**src/rtl/dt_rx_ctrl.sv**
```systemverilog
// Receive-side packet assembler: turns a header byte plus sel+1 payload bytes
// (LSB byte first) into one {sel, data} word written to the packet FIFO.
module dt_rx_ctrl #(
    parameter int unsigned DATA_PACKET_WIDTH = 51,
    parameter int unsigned UART_DATA_WIDTH   = 8,
    parameter int unsigned SEL_WIDTH         = 3,
    parameter int unsigned DATA_WIDTH        = 48,
    parameter logic [3:0]  SYNC_NIBBLE       = 4'hA,
    parameter int unsigned TIMEOUT_CYCLES    = 50000
) (
    input  logic                         clk,
    input  logic                         rst_n,
    input  logic [UART_DATA_WIDTH-1:0]   data_byte,
    input  logic                         rx_valid,
    input  logic                         f_full,
    output logic [DATA_PACKET_WIDTH-1:0] data_packet,
    output logic                         wr_en,
    output logic                         frame_err,
    output logic                         overflow,
    output logic                         busy
);

    localparam int unsigned NUM_BYTES   = DATA_WIDTH / UART_DATA_WIDTH;
    localparam int unsigned TIMER_WIDTH = (TIMEOUT_CYCLES > 2) ? $clog2(TIMEOUT_CYCLES) : 1;
    localparam logic [TIMER_WIDTH-1:0] TIMEOUT_LAST = TIMER_WIDTH'(TIMEOUT_CYCLES - 1);
    localparam logic [SEL_WIDTH-1:0]   SEL_MAX      = SEL_WIDTH'(NUM_BYTES - 1);

    typedef enum logic [1:0] {
        StIdle,
        StCollect,
        StWrite
    } state_t;

    state_t                         state_q, state_d;
    logic [SEL_WIDTH-1:0]           sel_q, sel_d;
    logic [DATA_WIDTH-1:0]          data_q, data_d;
    logic [SEL_WIDTH-1:0]           cnt_q, cnt_d;
    logic [TIMER_WIDTH-1:0]         timer_q, timer_d;
    logic [DATA_PACKET_WIDTH-1:0]   packet_q, packet_d;
    logic                           wr_en_q, wr_en_d;
    logic                           frame_err_q, frame_err_d;
    logic                           overflow_q, overflow_d;
    logic                           hdr_ok;

    assign hdr_ok = (data_byte[7:4] == SYNC_NIBBLE) && !data_byte[3] &&
                    (data_byte[SEL_WIDTH-1:0] <= SEL_MAX);

    always_comb begin
        state_d     = state_q;
        sel_d       = sel_q;
        data_d      = data_q;
        cnt_d       = cnt_q;
        timer_d     = timer_q;
        packet_d    = packet_q;
        wr_en_d     = 1'b0;
        frame_err_d = 1'b0;
        overflow_d  = 1'b0;
        unique case (state_q)
            StIdle: begin
                if (rx_valid) begin
                    if (hdr_ok) begin
                        sel_d   = data_byte[SEL_WIDTH-1:0];
                        data_d  = '0;
                        cnt_d   = '0;
                        timer_d = '0;
                        state_d = StCollect;
                    end else begin
                        frame_err_d = 1'b1;
                    end
                end
            end
            StCollect: begin
                if (rx_valid) begin
                    for (int i = 0; i < NUM_BYTES; i++) begin
                        if (cnt_q == SEL_WIDTH'(i)) begin
                            data_d[i*UART_DATA_WIDTH +: UART_DATA_WIDTH] = data_byte;
                        end
                    end
                    timer_d = '0;
                    if (cnt_q == sel_q) begin
                        state_d = StWrite;
                    end else begin
                        cnt_d = cnt_q + SEL_WIDTH'(1);
                    end
                end else if (timer_q == TIMEOUT_LAST) begin
                    // Inter-byte gap too long: drop the partial frame.
                    frame_err_d = 1'b1;
                    state_d     = StIdle;
                end else begin
                    timer_d = timer_q + TIMER_WIDTH'(1);
                end
            end
            StWrite: begin
                overflow_d = rx_valid;
                if (!f_full) begin
                    packet_d = {sel_q, data_q};
                    wr_en_d  = 1'b1;
                    state_d  = StIdle;
                end
            end
            default: state_d = StIdle;
        endcase
    end

    always_ff @(posedge clk or negedge rst_n) begin
        if (!rst_n) begin
            state_q     <= StIdle;
            sel_q       <= '0;
            data_q      <= '0;
            cnt_q       <= '0;
            timer_q     <= '0;
            packet_q    <= '0;
            wr_en_q     <= 1'b0;
            frame_err_q <= 1'b0;
            overflow_q  <= 1'b0;
        end else begin
            state_q     <= state_d;
            sel_q       <= sel_d;
            data_q      <= data_d;
            cnt_q       <= cnt_d;
            timer_q     <= timer_d;
            packet_q    <= packet_d;
            wr_en_q     <= wr_en_d;
            frame_err_q <= frame_err_d;
            overflow_q  <= overflow_d;
        end
    end

    assign data_packet = packet_q;
    assign wr_en       = wr_en_q;
    assign frame_err   = frame_err_q;
    assign overflow    = overflow_q;
    assign busy        = (state_q != StIdle);

endmodule

```
**config.mk**
```make
export PLATFORM = sky130hd
export DESIGN_NAME = dt_rx_ctrl
export DESIGN_NICKNAME = d
export VERILOG_FILES = /design/src/rtl/dt_rx_ctrl.sv
export SDC_FILE = /design/constraint.sdc
export NUM_CORES = 1
export LEC_CHECK = 0
export ABC_AREA = 1
export BUFFER_PORTS_ARGS = -buffer_cell sky130_fd_sc_hd__buf_2
export CAP_MARGIN = 0
export CORE_AREA = 2 2 114 116
export DETAILED_ROUTE_END_ITERATION = 12
export DIE_AREA = 0 0 116 118
export PLACE_DENSITY = 0.63
export SKIP_CTS_REPAIR_TIMING = 1
export SYNTH_ARGS = -nofsm -noshare
export SYNTH_HDL_FRONTEND = slang
export SYNTH_SLANG_ARGS = --single-unit
export TNS_END_PERCENT = 20
```
**constraint.sdc**
```tcl
create_clock -name clk -period 1.7 [get_ports clk]
set_input_delay 0.17 -clock clk [delete_from_list [all_inputs] [get_ports clk]]
set_output_delay 0.17 -clock clk [all_outputs]
set_load 0.01 [all_outputs]
```
==> results of run 1 <==
==> power groups by stage <==
stage               combinational (W)  sequential, W  clock (W)
detailed placement            0.00108        0.00384          0
global placement              0.00105        0.00382          0
global route                  0.00128        0.00386    0.00429
floorplan                    0.000542        0.00388          0
CTS                           0.00109        0.00379    0.00415
finish                        0.00111        0.00380    0.00409
==> layout make-up <==
class | count | share of cell area (%)
Clock buffer | 22 | 7.153
Clock inverter | 10 | 2.626
Timing Repair Buffer | 93 | 8.385
Multi-Input combinational cell | 442 | 29.26
Tap cell | 172 | 3.115
Sequential cell | 126 | 45.65
Inverter | 70 | 3.803
==> registers in the layout, summed over array words and instances, names as in the netlist <==
register / flops
data_packet: 51
data_q: 48
timer_q: 16
cnt_q: 3
sel_q: 3
state_q: 2
frame_err: 1
overflow: 1
wr_en: 1
==> Yosys cell counts (all sizes together) <==
master,number
nand2,273
dfrtp,126
inv,70
o21ai,69
nor2,40
nand3,25
buf,10
a21oi,8
clkbuf,6
ha,6
nand4,6
xor2,5
nor3,4
nor2b,1
o211ai,1
o21bai,1
o22ai,1
o31ai,1
xnor2,1
==> worst max-delay path by stage <==
stage          slack [ns]  startpoint     endpoint
6_report             0.10  timer_q[1]   timer_q[4]
3_5_place_dp         0.05  timer_q[0]  timer_q[15]
4_1_cts              0.04  timer_q[0]  timer_q[15]
3_3_place_gp         0.05  timer_q[0]  timer_q[14]
5_1_grt             -0.03  timer_q[1]   timer_q[6]
2_1_floorplan        0.18  timer_q[0]  timer_q[15]
==> critical path, stage by stage (launching register included) <==
cell and delay [ns]:
dfrtp_1 0.42, ha_4 0.17, nand2_2 0.06, inv_2 0.06, nand2_1 0.07, nor2_2 0.13, nand3_2 0.13, nor2b_4 0.17
buf_4 0.16, nand2_1 0.06, o21ai_1 0.06
==> metal layers <==
metal,vias to the layer above,wire (µm)
li1,2231,-
met2,103,6211
met3,14,568
met5,-,0
met1,2066,5934
met4,0,192
==> through the flow <==
step,setup TNS (ns),worst slack (ns)
6_report,0,0.1033
5_1_grt,-0.1083,-0.02869
4_1_cts,0,0.03981
3_5_place_dp,0,0.05489
3_3_place_gp,0,0.05206
2_1_floorplan,0,0.1842
==> cells by family (layout without fill, tap and decap cells) <==
| logic type | count (synthesis) | in the layout | synth area share, % |
|---|---|---|---|
| simple gates | 349 | 349 | 25.53 |
| flops | 126 | 126 | 57.04 |
| buf+inv | 86 | 195 | 6.745 |
| compound gates | 81 | 81 | 8.375 |
| fa+ha+maj | 6 | 6 | 1.358 |
| xor+xnor | 6 | 6 | 0.9506 |
==> flow_metrics.py, run 1 <==
metrics = {
    "worst_setup_path": {
        "timing.rr.end": "timer_q[4]",
        "crit_required_ns": 2.00,
        "critPathLaunchType": "flip-flop",
        "path_max_fanout": 7,
        "crit_type": "reg -> reg",
        "reg2reg_slack_ns": 0.10,
        "r2r_cells": 10,
        "arrival_ns": 1.90,
        "r2r_start": "timer_q[1]",
        "end_kind": "flip-flop",
    },
    "finish": {
        "final_nets": 768,
        "num_antenna_cells": 0,
        "seqCellArea_um2": 3154,
        "multi_input_area_um2": 2022,
        "final_area_um2": 6909,
        "layout_commonest_cell": "nand2_1",
        "layout_common_cells": "nand2_1 (266), dfrtp_1 (125), buf_2 (65)",
        "final_cells": 935,
        "area_growth_pct": 24.99,
        "drive_gt1_share_pct": 20.18,
        "fillers": 1212,
        "fin_util_pct": 55.65,
    },
    "pwr": {
        "seqPwrFrac_pct": 42.2,
        "ir_worst_vdd_mv": 0.7111,
        "p_leak_nw": 3.615,
        "p_int_w": 0.006772,
        "powerDensity_nw_per_um2": 1302,
        "power_switching_w": 0.002222,
        "total_power_w": 0.008994,
        "swShare_pct": 24.70,
        "pwr-share-comb_pct": 12.3,
        "p_clk_share_pct": 45.5,
    },
    "flow_run": {
        "drv_cap": 0,
    },
    "global_routing": {
        "grtUsageTotal_pct": 20.33,
        "antenna_found_initial": 0,
        "grt_max_degree": 55,
        "grt.overflow.total": 0,
        "grt_pass1_vias": 4343,
        "grt_busiest_layer": "met2",
        "use_met3_pct": 5.613,
        "use_met2_pct": 32.05,
        "grtUsageMet1_pct": 26.90,
        "grt_first_pass_wirelength_mm": 21.32,
    },
    "floorplan": {
        "core-area_um2": 12410,
        "row_count": 41,
        "start_util_pct": 44.53,
        "die_area_um2": 13690,
        "die_w_um": 116,
        "io_pins": 67,
        "die_h_um": 118,
    },
    "worst_hold_path": {
        "min_to": "sel_q[0]",
        "min_path_cells": 3,
        "hp-start": "data_byte[0]",
        "hp-class": "in -> reg",
    },
    "routing": {
        "drt_pass1_iterations": 4,
        "avgRoutedWirePerCell_um": 13.80,
        "via_per_inst": 4.721,
        "drt-initial-drc-count": 238,
        "drc": 0,
        "vias": 4414,
        "ant_nets": 0,
        "routed_wl_mm": 12.91,
    },
    "yosys": {
        "syn_area_per_cell_um2": 8.452,
        "yosysWarnings": 0,
        "synth_seq_cells": 126,
        "ys_types": 28,
        "synth.cell_area_um2": 5528,
        "synthTopCellsByArea": "dfrtp_1 (57%), nand2_1 (18%), o21ai_0 (5.0%), inv_1 (4.2%), nor2_1 (2.5%)",
        "syn-num-nets": 672,
        "syn_inst": 654,
        "synth_top_area_cell": "dfrtp_1",
        "yosysSeqAreaShare_pct": 57.04,
        "yosysTopAreaCellShare_pct": 57.04,
    },
    "sta": {
        "relSlewSlack_pct": 58.75,
        "hold_violations": 0,
        "rsz0062_at_grt": "true",
        "tightestPinTransition_ns": 0.6188,
        "finalClockSkew_ns": 0.008985,
        "slew_viol_final": 0,
        "holdWs_ns": 0.03508,
        "max_freq_mhz": 626.3,
        "period_share_pct": 93.92,
        "finalSetupViolCount": 0,
        "layout_min_cycle_time_ns": 1.597,
    },
    "placement": {
        "portBuffers": 66,
        "place_area_um2": 6168,
        "globalplace.congestion": 0.8310,
        "dp_cells": 898,
        "hpwl_mm": 9.021,
    },
    "clocking": {
        "clock-sinks": 126,
        "clkTransAtPathRegs_ns": 0.05,
        "numCtsBuffers": 17,
        "root_buffer": "clkbuf_16",
        "worstSkewPairLatency_ns": 0.42,
        "cts_max_path_buffers": 2,
        "cts_tree": "done",
        "cts.htree.levels": 4,
    },
    "run_status": {
        "outcome": "finished, final reports clean",
    },
}
Note: power is estimated with default switching activity, not from simulation.
==> inputs of run 2 (changes only) <==
clock period = 1.8 ns   (was 1.7 ns; I/O delays follow)
==> run 2 against run 1 <==
Sequential cell count is the same. Critical endpoint is now timer_q[14]. Register-to-register slack better by 0.07 ns. Worst hold slack better by 0.021 ns.
==> flow_metrics.py, run 2 (synthesized netlist as in run 1, its figures left out) <==
metrics = {
    "sta": {
        "tightestPinTransition_ns": 0.6476,
        "relSlewSlack_pct": 56.83,
        "finalClockSkew_ns": 0.008113,
        "slew_viol_final": 0,
        "period_share_pct": 90.40,
        "tns_ns": 0,
        "layout_min_cycle_time_ns": 1.627,
        "max_freq_mhz": 614.6,
        "finalSetupViolCount": 0,
        "rsz0062_at_grt": "false",
        "hold_violations": 0,
    },
    "worst_setup_path": {
        "arrival_ns": 1.94,
        "path_cells": "ha_1 > nand2_2 > inv_2 > nand2_1 > nor2_1 > nand3_2 > nor2b_4 > nand2_1 > nand2_1 > inv_1",
        "max_stage_delay_ns": 0.40,
        "crit_type": "reg -> reg",
        "path_max_fanout": 11,
        "crit_family": "simple AND/OR/NAND/NOR gates",
        "crit_path_frequent_cell": "nand2_1",
        "slowest_stage": "dfrtp_1",
        "end_kind": "flip-flop",
        "crit_required_ns": 2.11,
        "path_buf_inv": 2,
        "critPathLaunchType": "flip-flop",
    },
    "finish": {
        "layout_commonest_cell": "nand2_1",
        "final_nets": 756,
        "area_growth_pct": 20.69,
        "num_antenna_cells": 0,
        "drive_gt1_share_pct": 18.51,
        "layout_common_cells": "nand2_1 (264), dfrtp_1 (126), buf_2 (65)",
        "final_area_um2": 6671,
        "largest_reg_flops": 51,
    },
    "global_routing": {
        "antenna_found_initial": 0,
        "grtUsageTotal_pct": 19.53,
        "grt_pass1_vias": 4368,
        "grt.overflow.total": 0,
        "grt_max_degree": 127,
        "grt_first_pass_wirelength_mm": 20.69,
    },
    "routing": {
        "dr_wl_met3_um": 542,
        "drt-met1-wl_mm": 5.804,
        "drt_pass1_iterations": 4,
        "drc": 0,
        "routed_wl_mm": 12.31,
        "met2_length_mm": 5.711,
        "drt-initial-drc-count": 265,
        "top_layer": "met4",
        "vias": 4365,
        "via_per_inst": 4.729,
        "ant_nets": 0,
        "avgRoutedWirePerCell_um": 13.34,
    },
    "clocking": {
        "numCtsBuffers": 17,
        "cts_tree": "done",
        "root_buffer": "clkbuf_16",
        "clkTransAtPathRegs_ns": 0.05,
        "cts_max_path_buffers": 2,
        "clock-sinks": 126,
        "cts.htree.levels": 4,
        "worstSkewPairLatency_ns": 0.42,
    },
    "floorplan": {
        "io_pins": 67,
        "core-area_um2": 12410,
        "row_count": 41,
        "die_area_um2": 13690,
        "die_w_um": 116,
        "die_h_um": 118,
        "start_util_pct": 44.53,
    },
    "worst_hold_path": {
        "hp-class": "in -> reg",
    },
    "placement": {
        "globalplace.congestion": 0.9201,
        "hpwl_mm": 8.501,
        "place_area_um2": 6088,
        "portBuffers": 66,
    },
    "run_status": {
        "outcome": "finished, final reports clean",
    },
    "flow_run": {
        "drv_cap": 0,
    },
    "pwr": {
        "ir_worst_vdd_mv": 0.4302,
        "powerDensity_nw_per_um2": 1153,
        "p_leak_nw": 3.491,
    },
}
==> run 2: changes by cell type in the layout (fill, tap and decap cells not counted), moves of 2 or more <==
cell	delta
buf_4	-11
bufinv_16	-4
clkbuf_8	-4
clkinv_2	+4
clkbuf_1	+2
clkinvlp_4	+2
nand2_1	-2
nand2_2	+2
==> run 2: where the power goes <==
| group | leakage, nW | switching, W | internal [W] |
|---|---|---|---|
| clock | 0.265 | 0.00122 | 0.00191 |
| sequential | 1.64 | 0.000246 | 0.00333 |
| combinational | 1.59 | 0.000593 | 0.000394 |
| total | 3.49 | 0.00206 | 0.00563 |
==> run 2: layout make-up <==
cell class	instances	area, µm²
fillers	1185	5743
flip-flops and latches	126	3153
multi-input cells	442	2012
repair buffers	81	485.5
clock buffers	20	446.7
inverters	70	262.8
well taps	172	215.2
clock inverters	12	96.34
==> run 2: metrics by stage <==
step	util, %	std cells	hold slack [ns]	total power (W)	worst slack, ns
5_1_grt	53.74	923	0.06483	0.008106	0.009234
6_report	53.74	923	0.05560	0.007691	0.1728
3_3_place_gp	49.04	889	0.3375	0.004578	0.1726
3_5_place_dp	49.04	889	0.3434	0.004619	0.1390
2_1_floorplan	-	654	-0.1156	0.004175	0.2842
4_1_cts	53.42	921	-0.1088	0.007762	0.1189
==> run 2: path summary, 6_finish.rpt <==
| check | from | end | slack [ns] | cells past startpoint |
|---|---|---|---|---|
| min in group asynchronous | rst_n | data_packet[42] | 0.43 | 3 |
| worst max register to register | timer_q[0] | timer_q[14] | 0.17 | 10 |
| max in group asynchronous | rst_n | data_packet[10] | 0.91 | 3 |
| worst max-delay path | timer_q[0] | timer_q[14] | 0.17 | 10 |
| worst min register to register | data_packet[49] | data_packet[49] | 0.47 | 2 |
| worst min-delay path | data_byte[0] | sel_q[0] | 0.06 | 3 |
==> run 2: tightest hold or removal path: stages <==
cell and delay (ns):
buf_2 0.09, inv_1 0.06, o21ai_0 0.09
==> run 2: layer usage <==
metal | track usage [%] | vias to the layer above
met5 | 0 | -
met4 | 7.887 | 0
met3 | 4.943 | 24
met1 | 26.38 | 2036
met2 | 30.04 | 102
li1 | - | 2203
==> inputs of run 3 (changes only) <==
ABC_AREA = not set   (was 1)
CORE_AREA = 2 2 112 114   (was 2 2 114 116)
DIE_AREA = 0 0 114 116   (was 0 0 116 118)
==> run 3 against run 2 <==
Synthesized cell count fell by 41%. Register-to-register slack got worse by 0.19 ns. Global-route usage fell by 1.4 points. Clock-buffer cell count rose by 2. Largest power group unchanged. Sequential share of layout area barely moved. The run now ends with negative setup slack left. Worst setup slack got worse by 0.19 ns. Cell area barely moved. Non-clock buffer count rose by 14. Via count fell by 20%. Cell count fell by 30%. Maximum frequency fell by 11%.
==> flow_metrics.py, run 3 <==
metrics = {
    "sta": {
        "tns_ns": -0.02307,
        "finalClockSkew_ns": 0.007643,
        "holdWs_ns": 0.01568,
        "hold_violations": 0,
        "finalSetupViolCount": 2,
        "tightestPinTransition_ns": 0.4287,
        "period_share_pct": 101.2,
        "max_freq_mhz": 549.1,
        "layout_min_cycle_time_ns": 1.821,
        "relSlewSlack_pct": 71.42,
        "finalWorstSetupSlack_ns": -0.02129,
        "slew_viol_final": 0,
        "rsz0062_at_grt": "true",
    },
    "routing": {
        "routed_wl_mm": 11.06,
        "via_per_inst": 5.393,
        "drt_pass1_iterations": 4,
        "vias": 3489,
        "drt-initial-drc-count": 204,
        "drc": 0,
        "ant_nets": 0,
        "avgRoutedWirePerCell_um": 17.09,
    },
    "floorplan": {
        "io_pins": 67,
        "die_h_um": 116,
        "start_util_pct": 44.76,
        "row_count": 40,
        "die_area_um2": 13220,
        "core-area_um2": 11910,
        "die_w_um": 114,
    },
    "yosys": {
        "synth_ff_type": "dfrtp_1",
        "synth-edff-count": 0,
        "yosysWarnings": 0,
        "ys_top_cells_by_count": "dfrtp_1 (126), mux2_2 (103), inv_1 (16), and3_1 (13), nor2_1 (11)",
        "synthTopCellsByArea": "dfrtp_1 (59%), mux2_2 (22%), and3_1 (1.5%), ha_1 (1.4%), inv_1 (1.1%)",
        "synth_top_area_cell": "dfrtp_1",
        "synth.cell_area_um2": 5331,
        "yosysMostFrequentCell": "dfrtp_1",
        "yosysTopAreaCellShare_pct": 59.14,
        "syn_inst": 387,
        "async_reset_ff_share_pct": 100.0,
        "ys_types": 45,
        "syn-num-nets": 405,
        "synth_seq_cells": 126,
        "syn_area_per_cell_um2": 13.78,
        "yosysSeqAreaShare_pct": 59.14,
    },
    "clocking": {
        "clock-sinks": 126,
        "cts_tree": "done",
        "numCtsBuffers": 17,
        "cts.htree.levels": 4,
        "worstSkewPairLatency_ns": 0.41,
        "root_buffer": "clkbuf_16",
        "cts_max_path_buffers": 2,
        "clkTransAtPathRegs_ns": 0.05,
    },
    "worst_hold_path": {
        "min_path_cells": 2,
        "min_to": "sel_q[0]",
        "hp-class": "in -> reg",
        "hp-start": "data_byte[0]",
    },
    "worst_setup_path": {
        "crit_required_ns": 2.13,
        "timing.rr.end": "timer_q[3]",
        "critPathLaunchType": "flip-flop",
        "arrival_ns": 2.15,
        "crit_type": "reg -> reg",
        "path_max_fanout": 5,
        "r2r_start": "timer_q[0]",
        "r2r_cells": 5,
        "end_kind": "flip-flop",
        "reg2reg_slack_ns": -0.02,
    },
    "pwr": {
        "total_power_w": 0.009921,
        "p_leak_nw": 3.403,
        "ir_worst_vdd_mv": 0.7608,
        "powerDensity_nw_per_um2": 1488,
    },
    "placement": {
        "portBuffers": 66,
        "globalplace.congestion": 0.8528,
        "hpwl_mm": 7.635,
    },
    "global_routing": {
        "grt.overflow.total": 0,
        "grtUsageTotal_pct": 18.16,
        "use_met2_pct": 26.75,
        "use_met3_pct": 5.544,
        "grt_pass1_vias": 3409,
        "antenna_found_initial": 0,
        "grt_max_degree": 83,
        "grtUsageMet1_pct": 25.53,
        "grt_busiest_layer": "met2",
        "grt_first_pass_wirelength_mm": 18.08,
    },
    "finish": {
        "multi_input_area_um2": 2120,
        "fillers": 998,
        "drive_gt1_share_pct": 47.80,
        "area_growth_pct": 25.04,
        "num_antenna_cells": 0,
        "final_nets": 507,
        "layout_common_cells": "dfrtp_1 (126), mux2_2 (103), buf_2 (65)",
        "layout_commonest_cell": "dfrtp_1",
        "largest_reg_flops": 51,
        "seqCellArea_um2": 3153,
    },
    "run_status": {
        "violations": "negative setup slack",
        "outcome": "complete, but fails checks",
    },
    "flow_run": {
        "drv_cap": 0,
    },
}
## run 3: worst max-delay path by stage
| stage | start | endpoint | slack [ns] | cells after the start |
|---|---|---|---|---|
| 4_1_cts | timer_q[7] | timer_q[4] | -0.05 | 4 |
| 3_3_place_gp | timer_q[7] | timer_q[11] | 0.0009 | 4 |
| 3_5_place_dp | timer_q[7] | timer_q[11] | -0.06 | 4 |
| 2_1_floorplan | state_q[1] | data_packet[0] | 0.02 | 5 |
| 5_1_grt | timer_q[11] | timer_q[3] | -0.1 | 5 |
| 6_report | timer_q[0] | timer_q[3] | -0.02 | 5 |
## run 3: kinds of logic after synthesis
group,Yosys count,share of synthesized area (%)
flip-flops,126,59.14
multiplexers,103,21.76
AND/OR/NAND/NOR,74,8.379
AO/OA/AOI/OAI,44,6.196
buffers and inverters,28,2.136
XOR/XNOR,6,0.9857
adder cells (fa/ha/maj),6,1.408
## run 3: power breakdown
| part | leakage (nW) | switching (W) | internal (W) | total, W |
|---|---|---|---|---|
| clock network | 0.269 | 0.00113 | 0.00204 | 0.00317 |
| logic | 1.41 | 0.00136 | 0.00131 | 0.00267 |
| registers | 1.72 | 0.000448 | 0.00363 | 0.00408 |
| total | 3.40 | 0.00294 | 0.00699 | 0.00992 |
## run 3: worst max-delay path, stage by stage, from the launching register on
cell	delay, ns
dfrtp_1	0.40
ha_1	0.24
nand4b_1	0.19
nor4_4	0.10
or4_2	0.64
a21oi_1	0.17
## run 3: routing by layer
layer | vias to the layer above | routed length, µm
li1 | 1620 | -
met5 | - | 0
met4 | 0 | 189
met1 | 1762 | 5202
met2 | 86 | 5161
met3 | 21 | 504
## run 3: area by class of cell
type	count	area share, %
Sequential cell	126	47.30
Tap cell	147	2.759
Clock buffer	22	6.813
Multi-Input combinational cell	233	31.79
Inverter	16	0.9009
Timing Repair Buffer	95	9.047
Clock inverter	8	1.389
## run 3: through the flow
step                util (%)  setup WS (ns)  area (µm²)  instances
global placement       50.75      0.0009371        6045        614
detailed placement     50.75       -0.06185        6045        614
CTS                    55.34       -0.05265        6591        644
floorplan                  -        0.01870        5331        387
finish                 55.97       -0.02129        6666        647
global route           55.97       -0.09691        6666        647
